## src/rtl/arb_pkg.sv

```systemverilog
// Shared definitions for the stream arbiter/multiplexer: FSM state
// encoding and the constant functions used to size port-index fields.
package arb_pkg;

    // Arbiter FSM states. IDLE spends one cycle choosing a port; LOCK
    // holds that port on the output until its last beat is accepted.
    typedef enum logic [0:0] {
        ST_IDLE = 1'b0,
        ST_LOCK = 1'b1
    } arb_state_e;

    // Ceiling log2 for elaboration-time sizing (clog2(1) = 0).
    function automatic int clog2(input int value);
        int result;
        result = 0;
        for (int v = value - 1; v > 0; v = v >> 1) begin
            result = result + 1;
        end
        return result;
    endfunction

    // Width of a port index field; never narrower than one bit.
    function automatic int port_width(input int num_ports);
        int w;
        w = clog2(num_ports);
        if (w < 1) begin
            w = 1;
        end
        return w;
    endfunction

endpackage

```

## src/rtl/rr_pick.sv

```systemverilog
// Round-robin selector: returns the first asserted request at or after
// ptr, wrapping modulo N. Purely combinational.
module rr_pick
    import arb_pkg::*;
#(
    parameter int N  = 4,
    parameter int PW = 2
) (
    input  logic [N-1:0]  req,
    input  logic [PW-1:0] ptr,
    output logic [PW-1:0] sel,
    output logic          any
);

    int idx_s;

    // Scan offsets from the farthest to the nearest so the nearest
    // requester at or after ptr is the one left standing in sel.
    always_comb begin
        sel   = '0;
        any   = 1'b0;
        idx_s = 0;
        for (int k = N - 1; k >= 0; k--) begin
            idx_s = int'(ptr) + k;
            if (idx_s >= N) begin
                idx_s = idx_s - N;
            end else begin
                idx_s = idx_s;
            end
            if (req[idx_s]) begin
                sel = PW'(idx_s);
                any = 1'b1;
            end else begin
                sel = sel;
                any = any;
            end
        end
    end

endmodule

```

## src/rtl/stream_arb_mux.sv

```systemverilog
// Packet-locked round-robin stream multiplexer. One IDLE cycle chooses
// a port; the chosen port then owns the output, with a zero-latency
// combinational datapath, until its last beat is accepted.
module stream_arb_mux
    import arb_pkg::*;
#(
    parameter int NUM_PORTS  = 4,
    parameter int DATA_WIDTH = 32,
    localparam int PORT_W    = port_width(NUM_PORTS)
) (
    input  logic                            clk,
    input  logic                            rst,
    input  logic [NUM_PORTS-1:0]            s_valid,
    input  logic [NUM_PORTS-1:0]            s_last,
    input  logic [NUM_PORTS*DATA_WIDTH-1:0] s_data,
    output logic [NUM_PORTS-1:0]            s_ready,
    output logic                            m_valid,
    output logic                            m_last,
    output logic [DATA_WIDTH-1:0]           m_data,
    input  logic                            m_ready,
    output logic [PORT_W-1:0]               m_port,
    output logic                            busy
);

    arb_state_e        state_q;
    logic [PORT_W-1:0] ptr_q;
    logic [PORT_W-1:0] gnt_q;
    logic [PORT_W-1:0] ptr_d;
    logic [PORT_W-1:0] pick_sel_s;
    logic              pick_any_s;
    logic              lock_s;
    logic              xfer_s;

    rr_pick #(
        .N  (NUM_PORTS),
        .PW (PORT_W)
    ) u_rr_pick (
        .req (s_valid),
        .ptr (ptr_q),
        .sel (pick_sel_s),
        .any (pick_any_s)
    );

    // Output is driven only while locked and not being reset, so the
    // upstream never sees s_ready during reset even if LOCK was active.
    assign lock_s = (state_q == ST_LOCK) && !rst;
    assign xfer_s = m_valid && m_ready;
    assign busy   = (state_q == ST_LOCK);
    assign m_port = gnt_q;

    // Pointer that follows the current grant, wrapping to port 0.
    always_comb begin
        ptr_d = gnt_q + PORT_W'(1);
        if (gnt_q == PORT_W'(NUM_PORTS - 1)) begin
            ptr_d = '0;
        end else begin
            ptr_d = gnt_q + PORT_W'(1);
        end
    end

    // Pass the granted port straight through while locked; park at zero otherwise.
    always_comb begin
        s_ready = '0;
        m_valid = 1'b0;
        m_last  = 1'b0;
        m_data  = '0;
        if (lock_s) begin
            m_valid        = s_valid[gnt_q];
            m_last         = s_last[gnt_q];
            m_data         = s_data[int'(gnt_q)*DATA_WIDTH +: DATA_WIDTH];
            s_ready[gnt_q] = m_ready;
        end else begin
            s_ready = '0;
            m_valid = 1'b0;
            m_last  = 1'b0;
            m_data  = '0;
        end
    end

    // Arbitration FSM: grant in IDLE, release on the accepted last beat.
    always_ff @(posedge clk) begin
        if (rst) begin
            state_q <= ST_IDLE;
            ptr_q   <= '0;
            gnt_q   <= '0;
        end else begin
            case (state_q)
                ST_IDLE: begin
                    if (pick_any_s) begin
                        gnt_q   <= pick_sel_s;
                        state_q <= ST_LOCK;
                    end
                end
                ST_LOCK: begin
                    if (xfer_s && m_last) begin
                        state_q <= ST_IDLE;
                        ptr_q   <= ptr_d;
                    end
                end
                default: begin
                    state_q <= ST_IDLE;
                end
            endcase
        end
    end

endmodule

```

## config.mk

```make
export PLATFORM = sky130hd
export DESIGN_NAME = stream_arb_mux
export DESIGN_NICKNAME = d
export VERILOG_FILES = /design/src/rtl/arb_pkg.sv /design/src/rtl/rr_pick.sv /design/src/rtl/stream_arb_mux.sv
export SDC_FILE = /design/constraint.sdc
export NUM_CORES = 1
export LEC_CHECK = 0
export BUFFER_PORTS_ARGS = -buffer_cell sky130_fd_sc_hd__buf_2
export CAP_MARGIN = 20
export CORE_AREA = 2 2 70 72
export CTS_BUF_LIST = sky130_fd_sc_hd__clkbuf_2
export CTS_CLUSTER_DIAMETER = 60
export DETAILED_ROUTE_END_ITERATION = 6
export DIE_AREA = 0 0 72 74
export PLACE_DENSITY = 0.78
export SLEW_MARGIN = 20
export SYNTH_ARGS = -nofsm -noshare
export SYNTH_HDL_FRONTEND = slang
export SYNTH_SLANG_ARGS = --single-unit
```

## constraint.sdc

```tcl
create_clock -name clk -period 2.3 [get_ports clk]
set_input_delay 0.46 -clock clk [delete_from_list [all_inputs] [get_ports clk]]
set_output_delay 0.46 -clock clk [all_outputs]
set_load 0.1 [all_outputs]
```

Word level (Yosys, flattened, before mapping)
Index checks and enable logic that the tools add are counted.
W data, S select, Z words.
{"block": "op_classes", "n_addsub": 8, "order_cmp": 10, "eq_ne": 1, "shifts": 1, "muxes": 38, "bitwise": 2, "reduce_logical": 7}
{"op": "$mux W32", "count": 5}
{"op": "$lt A32 B4 Y1 const B", "count": 4}
{"op": "$shiftx A128 B8 Y32", "count": 1}
{"op": "$ge A32 B4 Y1 const B", "count": 3}
{"op": "$sub A32 B4 Y32 const B", "count": 3}
{"op": "$mux W1", "count": 19}
{"op": "$bmux W1 S2", "count": 6}
{"op": "$mux W2", "count": 5}
{"op": "$add A2 B2 Y3 const B", "count": 2}
{"op": "$and A4 B4 Y4", "count": 1}
{"op": "$logic_and A1 B1 Y1", "count": 4}
{"op": "$mux W4", "count": 1}
{"op": "$reduce_and A2 Y1", "count": 2}
{"op": "$sub A2 B3 Y4 const B", "count": 1}
{"op": "$add A2 B1 Y3 const B", "count": 1}
{"op": "$ge A2 B3 Y1 const B", "count": 1}
{"op": "$lt A2 B3 Y1 const B", "count": 1}
{"op": "$add A2 B1 Y2 const B", "count": 1}
{"op": "$demux W1 S2", "count": 1}
{"op": "$eq A2 B2 Y1 const B", "count": 1}
{"op": "$ge A2 B1 Y1 const B", "count": 1}
{"op": "$pmux W1 S2", "count": 1}
{"op": "$logic_not A1 Y1", "count": 1}
{"op": "$not A1 Y1", "count": 1}
{"block": "word_totals", "regBits": 5, "output_inout_bits": 41}

Depth between registers and ports, before layout
Gate-level depths: netlist of run 1.
{"block": "depth", "ltp_word": 12, "depth_mapped": 6, "ltp_nobuf": 4}

Cells and area by module
A second synthesis of run 1 with hierarchy kept.
{"block": "unflattened", "hier_cells": 122, "area_unflattened_um2": 1458.9}
{"mod": "stream_arb_mux", "n_inst": 1, "cells_per_inst": 109, "area_each_um2": 1381.3}
{"mod": "rr_pick", "n_inst": 1, "cells_per_inst": 13, "area_each_um2": 77.6}

Worst setup path after synthesis of run 1
OpenSTA, ideal clock, no wires.
{"block": "synth_path", "kind": "reg-to-output", "startpoint": "register gnt_q[1] (netlist: m_port[1])", "endpoint": "output m_data[10]", "arrival_time_ns": 2.636, "required_ns": 1.840, "setup_slack_ns": -0.796, "stages_incl_launch_ff": 5, "n_path_buf": 2, "cell_sequence": "dfxtp_1 > buf_2 > clkbuf_1 > mux4_2 > and2_1"}
{"block": "synth_via", "elab_chain_cells": 2}
{"element": "from (decl)", "line_no": "stream_arb_mux.sv:27", "rtl": "logic [PORT_W-1:0] gnt_q;"}
{"element": "from (signal assigned)", "line_no": "stream_arb_mux.sv:90", "rtl": "gnt_q <= pick_sel_s;"}
{"element": "$shiftx A128 B8 Y32", "line_no": "stream_arb_mux.sv:70", "rtl": "m_data = s_data[int'(gnt_q)*DATA_WIDTH +: DATA_WIDTH];"}
{"element": "$mux W32", "line_no": "stream_arb_mux.sv:67", "rtl": "if (lock_s) begin"}
{"element": "to (decl)", "line_no": "stream_arb_mux.sv:19", "rtl": "output logic [DATA_WIDTH-1:0] m_data,"}
No other way between the ends.

Worst setup path after layout of run 1
{"block": "layout_path", "startpoint": "register gnt_q[0] (netlist: m_port[0])", "endpoint": "output m_data[28]"}
Same word-level chain as after synthesis.

==> metrics.txt, run 1 <==
CTS Buf Count=3; Initial DRC Count=42; synth warn=0; largest net degree at the start of global routing=26; hold buffer count at CTS=0; post-synthesis sequential area ratio=7.22%; Critical Path AT=1.78 ns; initial antenna violation count=1; P per Cell Area=319 nW/um^2; period utilization=97.4%; Cell Rows=25; clk slew on worst S/H paths=0.06 ns; Overflow after GRT=0; slowest CP cell=mux4_2; hold path depth=2; hold crit path type=reg2reg; Final #Nets=444; Leak Pwr=0.00139 uW; Final Hold Fails=0; relative slew slack=53.0%; TritonCTS clock tree=built; Clock power frac=8.8%; number of I/O port buffers=179; syn nets=265; DR DRC count=0; Peak Freq=446 MHz; global-route wire length before repair=8600 um; Netlist cell types=25; Top delay family on crit path=multiplexers; r2r startpoint=m_port[0]; routed wire length per instance=17.8 um; reg2reg path depth=4; total track usage=20.7%; top cell type's share of synthesized area=52.0%; most frequent cells in the layout=146 x buf_2, 32 x mux4_2, 28 x buf_12; Critical Path Stages=4; Crit Path Max Fanout=11; number of global-route vias before repair=1760; drt via density=5.29; I/O Pins=180; Worst Tran Pin Value=0.695 ns; WHS=0.460 ns; Fin Setup TNS=0 ns; RSZ-0062 raised after global routing=yes; most common cell after layout, fill and taps aside=buf_2; area of the core=4600 um^2; Buffers & Inverters on Critical Path=2; GPL Wtd Cong=0.803; final wirelength=6330 um; via count=1879; antenna viol nets, final=0; Clock Latency Late Sink=0.22 ns; cell taking the most area after synthesis=mux4_2; die span in x=72 um; Clock Skews=0.00609 ns; internal power component=467 uW; layout cell share with drive strength beyond 1=88.3%; FFs w/ async S/R, synth=0%; post-DP HPWL=5370 um; final setup fails=0; R2R setup slack=0.75 ns; Hold EP=ptr_q[0]; main area contributors after synthesis=mux4_2 52%, and2_1 15%, dfxtp_1 7.2%; Starting Density=30.1%; Worst path max stage delay=0.49 ns; Synth Flop Type=dfxtp_1; maximum VDD drop=0.287 mV; post-synthesis instance area=1390 um^2; endpoint type of the worst setup path=output pin; Pre-antenna DRT Iters=4; Synth Register Bits=5; CTS max path bufs=2; sequential power share=11.5%; die height=74 um; CP Launch Type=flop; Psw=461 uW; HP Start=ptr_q[0]; Post-synth EDFFs=0; clk root buf=clkbuf_2; Mapped Avg Cell Area=11.4 um^2; fin crit period=2.24 ns; H-tree lvl count=1; Slew Limit Fails=0; Critical Path RT=1.84 ns; CP cell instances=buf_12 > mux4_2 > and2_2 > buf_4; Area Growth Syn to Fin=110%; critical path class=reg2out; Comb pwr share=79.8%; Switching Share=49.7%; outcome=finished clean; die area=5330 um^2; cells after synthesis=122; RR Endpoint=ptr_q[1]; Max Cap Viol=0; clock sinks=5
## cell usage after synthesis, types with 2 or more instances
library cell	count
and2_1	34
mux4_2	32
inv_1	7
clkbuf_1	6
a21oi_1	5
dfxtp_1	5
and3_1	4
buf_2	4
ha_1	4
nand2_1	4
a221oi_1	2
mux4_1	2
## repair_timing
action	CTS	global route
cloned	0	0
resized for setup	5	18
setup endpoints to repair	22	21
buffers inserted	2	0
## sequential cells by signal, summed over array words and instances (netlist names)
register / count
ptr_q: 2
m_port: 2
busy: 1
## stage by stage
stage          power [uW]  worst slack (ns)  util (%)  cells  area, um^2
3_5_place_dp          828             0.166      61.1    348        2810
2_1_floorplan         565           -0.0916         -    122        1470
4_1_cts               920           0.00325      62.4    354        2870
6_report              927            0.0593      63.3    355        2910
3_3_place_gp          812             0.189      61.1    348        2810
5_1_grt               968           -0.0227      63.2    354        2910
## worst max path at each step
stage               from         end  slack (ns)
3_5_place_dp   m_port[0]  m_data[22]        0.17
5_1_grt        m_port[0]   m_data[9]       -0.02
3_3_place_gp   m_port[0]  m_data[26]        0.19
2_1_floorplan  m_port[0]  m_data[17]       -0.09
6_report       m_port[0]  m_data[28]        0.06
4_1_cts        m_port[0]   m_data[1]       0.003
## cell type report
cell class                      instances  area [um^2]
Antenna cell                            1         2.50
Clock buffer                            4         20.0
Inverter                                7         26.3
Fill cell                             375         1690
Multi-Input combinational cell         98         1280
Tap cell                               54         67.6
Sequential cell                         5          109
Timing Repair Buffer                  186         1400
## tightest hold or removal path: cells and delay by family (launching register included)
family,cells,cell delay (ns)
flops,1,0.31
simple gates,1,0.05
compound gates,1,0.05
## metal layers
| metal | global-route usage, % | share of wire, % |
|---|---|---|
| met1 | 24.8 | 35 |
| met2 | 38.0 | 55 |
| met3 | 3.66 | 7.4 |
| met4 | 6.50 | 2.8 |
| met5 | 0 | 0.11 |
## cell families (layout without fill, tap and decap cells)
logic type	after synthesis	count (layout)	share of synthesized area [%]
buffers and inverters	19	197	6.05
DFF	5	5	7.22
muxes	35	35	56.5
and+or+nand+nor	47	47	20.7
other	0	1	0
AOI/OAI and AO/OA	12	12	5.96
adders and majority gates	4	4	3.61
## power groups by stage
stage | combinational (uW) | sequential (uW) | clock [uW]
after detailed placement | 717 | 111 | 0
after CTS | 730 | 107 | 83.6
after floorplan | 442 | 122 | 0
after global placement | 702 | 110 | 0
final | 740 | 106 | 81.5
after global routing | 771 | 108 | 89.1
Power figures use the tool's default switching activity.
==> run 2, diff against run 1 <==
ABC_AREA = 1   (was default)
CORE_AREA = default   (was 2 2 70 72)
CORE_MARGIN = 2   (was default)
CORE_UTILIZATION = 33   (was default)
DIE_AREA = default   (was 0 0 72 74)
PLACE_DENSITY = 0.8   (was 0.78)
clock period = 1.99 ns   (was 2.3 ns; I/O delays follow)
==> run 2 against run 1 <==
Against the previous run:
- synthesized cell count increased to 3.0 times the previous value
- largest power group unchanged
- clock power is 18% higher
- combinational power rose to 3.5 times the previous value
- power rose to 3.1 times the previous value
- sequential cell count unchanged
- largest cell class is now multi-input gates
- synthesized area up 24%
- first-iteration DRC count rose to 4.7 times the previous value
- setup slack got worse by 0.057 ns
==> metrics.txt, run 2 <==
P per Cell Area=724 nW/um^2 (was 319 nW/um^2); Netlist cell types=23 (was 25); H-tree lvl count=1 (unchanged); CTS max path bufs=2 (unchanged); initial antenna violation count=0 (was 1); final wirelength=9160 um (was 6330 um); commonest cells in the synthesized netlist=142 x nor2_1, 68 x o21ai_0, 46 x nand2_1, 38 x a21oi_1, 11 x inv_1 (was 34 x and2_1, 32 x mux4_2, 7 x inv_1, 6 x clkbuf_1); drt via density=5.19 (was 5.29); maximum VDD drop=0.543 mV (was 0.287 mV); largest net degree at the start of global routing=46 (was 26); Synth Flop Type=dfxtp_1 (unchanged); hold crit path type=in2reg (was reg2reg); CP Launch Type=flop (unchanged); Synth Register Bits=5 (unchanged); clock sinks=5 (unchanged); Pre-antenna DRT Iters=7 (was 4); internal power component=1120 uW (was 467 uW); via count=3146 (was 1879); cell taking the most area after synthesis=nor2_1 (was mux4_2); die height=76.1 um (was 74 um); hold buffer count at CTS=0 (unchanged); post-synthesis sequential area ratio=5.84% (was 7.22%); total power=2850 uW (was 927 uW); Clock Skews=0.00657 ns (was 0.00609 ns); relative slew slack=68.0% (was 53.0%); routed wire length per instance=15.1 um (was 17.8 um); final setup fails=0 (unchanged); top cell type's share of synthesized area=31.1% (was 52.0%); FFs w/ async S/R, synth=0% (unchanged); Slew Limit Fails=0 (unchanged); Final Hold Fails=0 (unchanged); endpoint type of the worst setup path=output pin (unchanged); Final #Nets=680 (was 444); outcome=finished clean (unchanged); main area contributors after synthesis=nor2_1 31%, o21ai_0 20%, a21oi_1 11% (was mux4_2 52%, and2_1 15%, dfxtp_1 7.2%); Worst path max stage delay=0.39 ns (was 0.49 ns); Layout fillers=367 (was 375); most common cell after layout, fill and taps aside=buf_2 (unchanged); antenna cells=0 (was 1); Cell Rows=26 (was 25); CP most frequent cell=nor2_1; Worst Tran Pin Value=0.484 ns (was 0.695 ns); CP cell instances=buf_4 > clkbuf_16 > nor2_1 > nor2_1 > o21ai_2 > a21oi_4 > buf_12 (was buf_12 > mux4_2 > and2_2 > buf_4); slowest CP cell=dfxtp_4 (was mux4_2); clk slew on worst S/H paths=0.06 ns (about the same); Buffers & Inverters on Critical Path=3 (was 2); synth warn=0 (unchanged); DR DRC count=0 (unchanged); Peak Freq=503 MHz; Psw=1730 uW (was 461 uW); area of the core=5070 um^2 (was 4600 um^2); period utilization=99.9%; Clock power frac=3.4% (was 8.8%); post-DP HPWL=6430 um (was 5370 um); global-route wire length before repair=13000 um (was 8600 um); syn nets=503 (was 265); total track usage=26.6% (was 20.7%); GPL Wtd Cong=0.936 (was 0.803); number of I/O port buffers=179 (unchanged); area of the multi-input gates=1830 um^2 (was 1280 um^2); Leak Pwr=0.00177 uW (was 0.00139 uW); most frequent cells in the layout=140 x buf_2, 136 x nor2_1, 49 x o21ai_1 (was 146 x buf_2, 32 x mux4_2, 28 x buf_12); Comb pwr share=91.7% (was 79.8%); WHS=0.404 ns (was 0.460 ns); fin crit period=1.99 ns; Top delay family on crit path=buffers and inverters (was multiplexers); number of global-route vias before repair=2736 (was 1760); clk root buf=clkbuf_2 (unchanged); top-count cell post-synth=nor2_1 (was and2_1); register area=111 um^2 (was 109 um^2); Overflow after GRT=0 (unchanged); critical path class=reg2out (unchanged); Starting Density=33.8% (was 30.1%); CTS Buf Count=3 (unchanged); Mapped Avg Cell Area=4.76 um^2 (was 11.4 um^2); die span in x=76.1 um (was 72 um); Switching Share=60.6% (was 49.7%); sequential power share=4.9% (was 11.5%); post-synthesis instance area=1710 um^2 (was 1390 um^2); Post-synth EDFFs=0 (unchanged); Max Cap Viol=0 (unchanged); die area=5790 um^2 (was 5330 um^2); Area Growth Syn to Fin=130% (was 110%); cells after synthesis=360 (was 122); TritonCTS clock tree=built (unchanged); RSZ-0062 raised after global routing=yes (unchanged); I/O Pins=180 (unchanged); Crit Path Max Fanout=10 (was 11); Initial DRC Count=197 (was 42); Critical Path RT=1.59 ns (was 1.84 ns); antenna viol nets, final=0 (unchanged); Critical Path AT=1.59 ns (was 1.78 ns); layout cell share with drive strength beyond 1=50.4% (was 88.3%); Clock Latency Late Sink=0.22 ns (about the same)
==> run 2: timing repair <==
action	4_1_cts	5_1_grt
resized for setup	7	21
endpoints found under the setup margin	17	28
pin swaps	1	4
buffers inserted	1	3
gates cloned	0	8
==> run 2: cell families after synthesis <==
| group | share of synthesized area (%) |
|---|---|
| buffers and inverters | 13.1 |
| adder cells (fa/ha/maj) | 2.92 |
| flip-flops | 5.84 |
| AND/OR/NAND/NOR | 45.0 |
| AO/OA/AOI/OAI | 33.1 |
==> run 2: metrics by stage <==
stage	setup TNS (ns)	cells	setup slack, ns	util, %	cell area [um^2]
after floorplan	-5.84	360	-0.189	-	2210
after global placement	0	590	0.191	71.8	3650
after detailed placement	0	590	0.156	71.8	3650
after CTS	0	595	0.00414	72.5	3680
after global routing	-0.668	606	-0.0851	77.6	3940
final	0	606	0.00278	77.6	3940
==> run 2: path summary, 6_finish.rpt <==
kind	slack, ns	cells after the start	start	endpoint
min reg2reg	0.55	2	ptr_q[1]	ptr_q[1]
max reg2reg	0.37	7	m_port[0]	ptr_q[0]
max	0.003	7	m_port[0]	m_data[9]
min	0.40	2	rst	ptr_q[0]
==> run 2: layout make-up <==
class | instances | share of cell area [%]
Sequential cell | 5 | 2.83
Multi-Input combinational cell | 313 | 46.6
Timing Repair Buffer | 199 | 46.0
Tap cell | 70 | 2.22
Inverter | 15 | 1.84
Clock buffer | 4 | 0.508
==> run 2: power by group through the flow <==
stage / Combinational, uW / Sequential (uW) / Clock, uW
6_report: 2610 / 141 / 95.9
5_1_grt: 2750 / 143 / 104
4_1_cts: 2380 / 138 / 102
3_5_place_dp: 2360 / 140 / 0
3_3_place_gp: 2320 / 138 / 0
2_1_floorplan: 1620 / 216 / 0
==> run 2: worst register-to-register path, delay by kind of cell, from the launching register on <==
| family | cells | cell delay [ns] |
|---|---|---|
| AND/OR/NAND/NOR | 2 | 0.17 |
| buffers and inverters | 2 | 0.33 |
| AO/OA/AOI/OAI | 3 | 0.63 |
| flip-flops | 1 | 0.39 |
==> run 2: per-layer routing <==
metal	wire [um]	GRT usage [%]	up-vias
met3	707	4.74	18
met5	0	0	-
li1	-	-	1515
met1	3660	32.5	1442
met2	4640	48.8	171
met4	142	5.64	0
==> run 3, diff against run 2 <==
PLACE_DENSITY = 0.88   (was 0.8)
==> run 3 against run 2 <==
Against the previous run:
- hold slack got worse by 0.0052 ns
- utilization fell by 2.5 points
- critical path depth did not move
- setup slack got worse by 0.0027 ns
- die area did not move
- first-iteration DRC count fell by 43%
- register-to-register slack improved by 0.07 ns
- combinational power fell by 5%
- clock skew rose by 0.00069 ns
- non-clock buffer count fell by 3
==> metrics.txt, run 3 (synthesis results as in run 2) <==
hold crit path type=in2reg (unchanged); via count=3034 (was 3146); largest net degree at the start of global routing=57 (was 46); sequential power share=5.4% (was 4.9%); CTS max path bufs=2 (unchanged); internal power component=1050 uW (was 1120 uW); Fin Setup TNS=0 ns (unchanged); maximum VDD drop=0.539 mV (was 0.543 mV); global-route wire length before repair=12200 um (was 13000 um); Psw=1680 uW (was 1730 uW); Crit Path Max Fanout=9 (was 10); Comb pwr share=90.8% (was 91.7%); reg2reg path depth=8 (was 7); layout cell share with drive strength beyond 1=49.0% (was 50.4%); Worst Tran Pin Value=0.485 ns (was 0.484 ns); die span in x=76.1 um (unchanged); Leak Pwr=0.00172 uW (was 0.00177 uW); I/O Pins=180 (unchanged); die height=76.1 um (unchanged); most frequent cells in the layout=140 x buf_2, 136 x nor2_1, 58 x o21ai_1 (was 140 x buf_2, 136 x nor2_1, 49 x o21ai_1); Critical Path RT=1.59 ns (about the same); number of I/O port buffers=179 (unchanged); R2R setup slack=0.44 ns (was 0.37 ns); DR DRC count=0 (unchanged); Critical Path AT=1.59 ns (about the same); clk root buf=clkbuf_2 (unchanged); TritonCTS clock tree=built (unchanged); GPL Wtd Cong=0.879 (was 0.936); CP Capture Point=m_data[0] (was m_data[9]); Max Cap Viol=0 (unchanged); post-DP HPWL=6130 um (was 6430 um); r2r startpoint=m_port[0] (unchanged); drt via density=5.03 (was 5.19); Final #Nets=677 (was 680); Clock Latency Late Sink=0.22 ns (about the same); RR Endpoint=ptr_q[0] (unchanged); initial antenna violation count=0 (unchanged); Final Hold Fails=0 (unchanged); number of global-route vias before repair=2797 (was 2736); fin crit period=1.99 ns (about the same); critical path class=reg2out (unchanged); CP Launch Type=flop (unchanged); H-tree lvl count=1 (unchanged); antenna cells=0 (unchanged); CTS Buf Count=3 (unchanged); Peak Freq=503 MHz (about the same); hold buffer count at CTS=0 (unchanged); final core occ=75.1% (was 77.6%); area of the core=5070 um^2 (unchanged); die area=5790 um^2 (unchanged); P per Cell Area=715 nW/um^2 (was 724 nW/um^2); clk slew on worst S/H paths=0.07 ns (was 0.06 ns); endpoint type of the worst setup path=output pin (unchanged); final wirelength=8090 um (was 9160 um); most common cell after layout, fill and taps aside=buf_2 (unchanged); relative slew slack=67.9% (was 68.0%); Starting Density=33.8% (unchanged); antenna viol nets, final=0 (unchanged); Overflow after GRT=0 (unchanged); period utilization=100% (was 99.9%); total track usage=24.5% (was 26.6%); Initial DRC Count=112 (was 197); Slew Limit Fails=0 (unchanged); Cell Rows=26 (unchanged); Area Growth Syn to Fin=122% (was 130%); outcome=finished clean (unchanged); Switching Share=61.5% (was 60.6%); RSZ-0062 raised after global routing=yes (unchanged); WHS=0.398 ns (was 0.404 ns); Clock power frac=3.7% (was 3.4%); clock sinks=5 (unchanged); Pre-antenna DRT Iters=4 (was 7); worst setup path startpoint=m_port[0] (unchanged); final setup fails=0 (unchanged); Clock Skews=0.00726 ns (was 0.00657 ns); routed wire length per instance=13.4 um (was 15.1 um); total power=2720 uW (was 2850 uW)
## run 3: changes by cell type in the layout (fill, tap and decap cells not counted), sizes merged
cell,delta
buf,+1
clkbuf,-4
## run 3: worst min path at each step
stage	startpoint	to	slack (ns)	cells after the start
floorplan	rst	ptr_q[1]	0.47	1
global placement	ptr_q[1]	ptr_q[1]	0.54	2
detailed placement	ptr_q[1]	ptr_q[1]	0.56	2
CTS	rst	ptr_q[1]	0.39	2
global route	rst	ptr_q[1]	0.39	2
finish	rst	ptr_q[1]	0.40	2
## run 3: power groups by stage
| stage | Combinational, uW | Clock, uW | Sequential, uW |
|---|---|---|---|
| floorplan | 1620 | 0 | 216 |
| global placement | 2330 | 0 | 139 |
| detailed placement | 2370 | 0 | 140 |
| CTS | 2380 | 103 | 138 |
| global route | 2610 | 110 | 151 |
| finish | 2470 | 101 | 148 |
## run 3: layout make-up
type	count	area, um^2
clock buffers	4	20.0
fillers	365	1260
inverters	15	72.6
multi-input cells	313	1820
flip-flops and latches	5	111
well taps	70	87.6
repair buffers	196	1700
## run 3: per-stage QoR
stage | area [um^2] | worst slack, ns | std cells
floorplan | 2210 | -0.189 | 360
global placement | 3680 | 0.182 | 594
detailed placement | 3680 | 0.155 | 594
CTS | 3700 | -0.0192 | 598
global route | 3810 | -0.0551 | 603
finish | 3810 | 0.0000581 | 603
## run 3: worst max-delay path, cell delays in order, from the launching register on
cell	delay, ns
dfxtp_4	0.44
buf_8	0.14
buf_8	0.13
nor2_1	0.05
nor2_1	0.17
o21ai_2	0.11
a21oi_4	0.15
buf_12	0.19
## run 3: metal layers
metal	vias up	part of all wire, %	track usage, %
li1	1508	-	-
met1	1352	38	26.5
met2	148	52	47.6
met3	26	7.6	5.09
met4	0	3.0	7.45
met5	-	0	0
## run 3: timing repair
item,4_1_cts,5_1_grt
pin swaps,0,4
setup endpoints to repair,10,33
buffers inserted,0,3
resized for setup,7,16
gates cloned,0,2
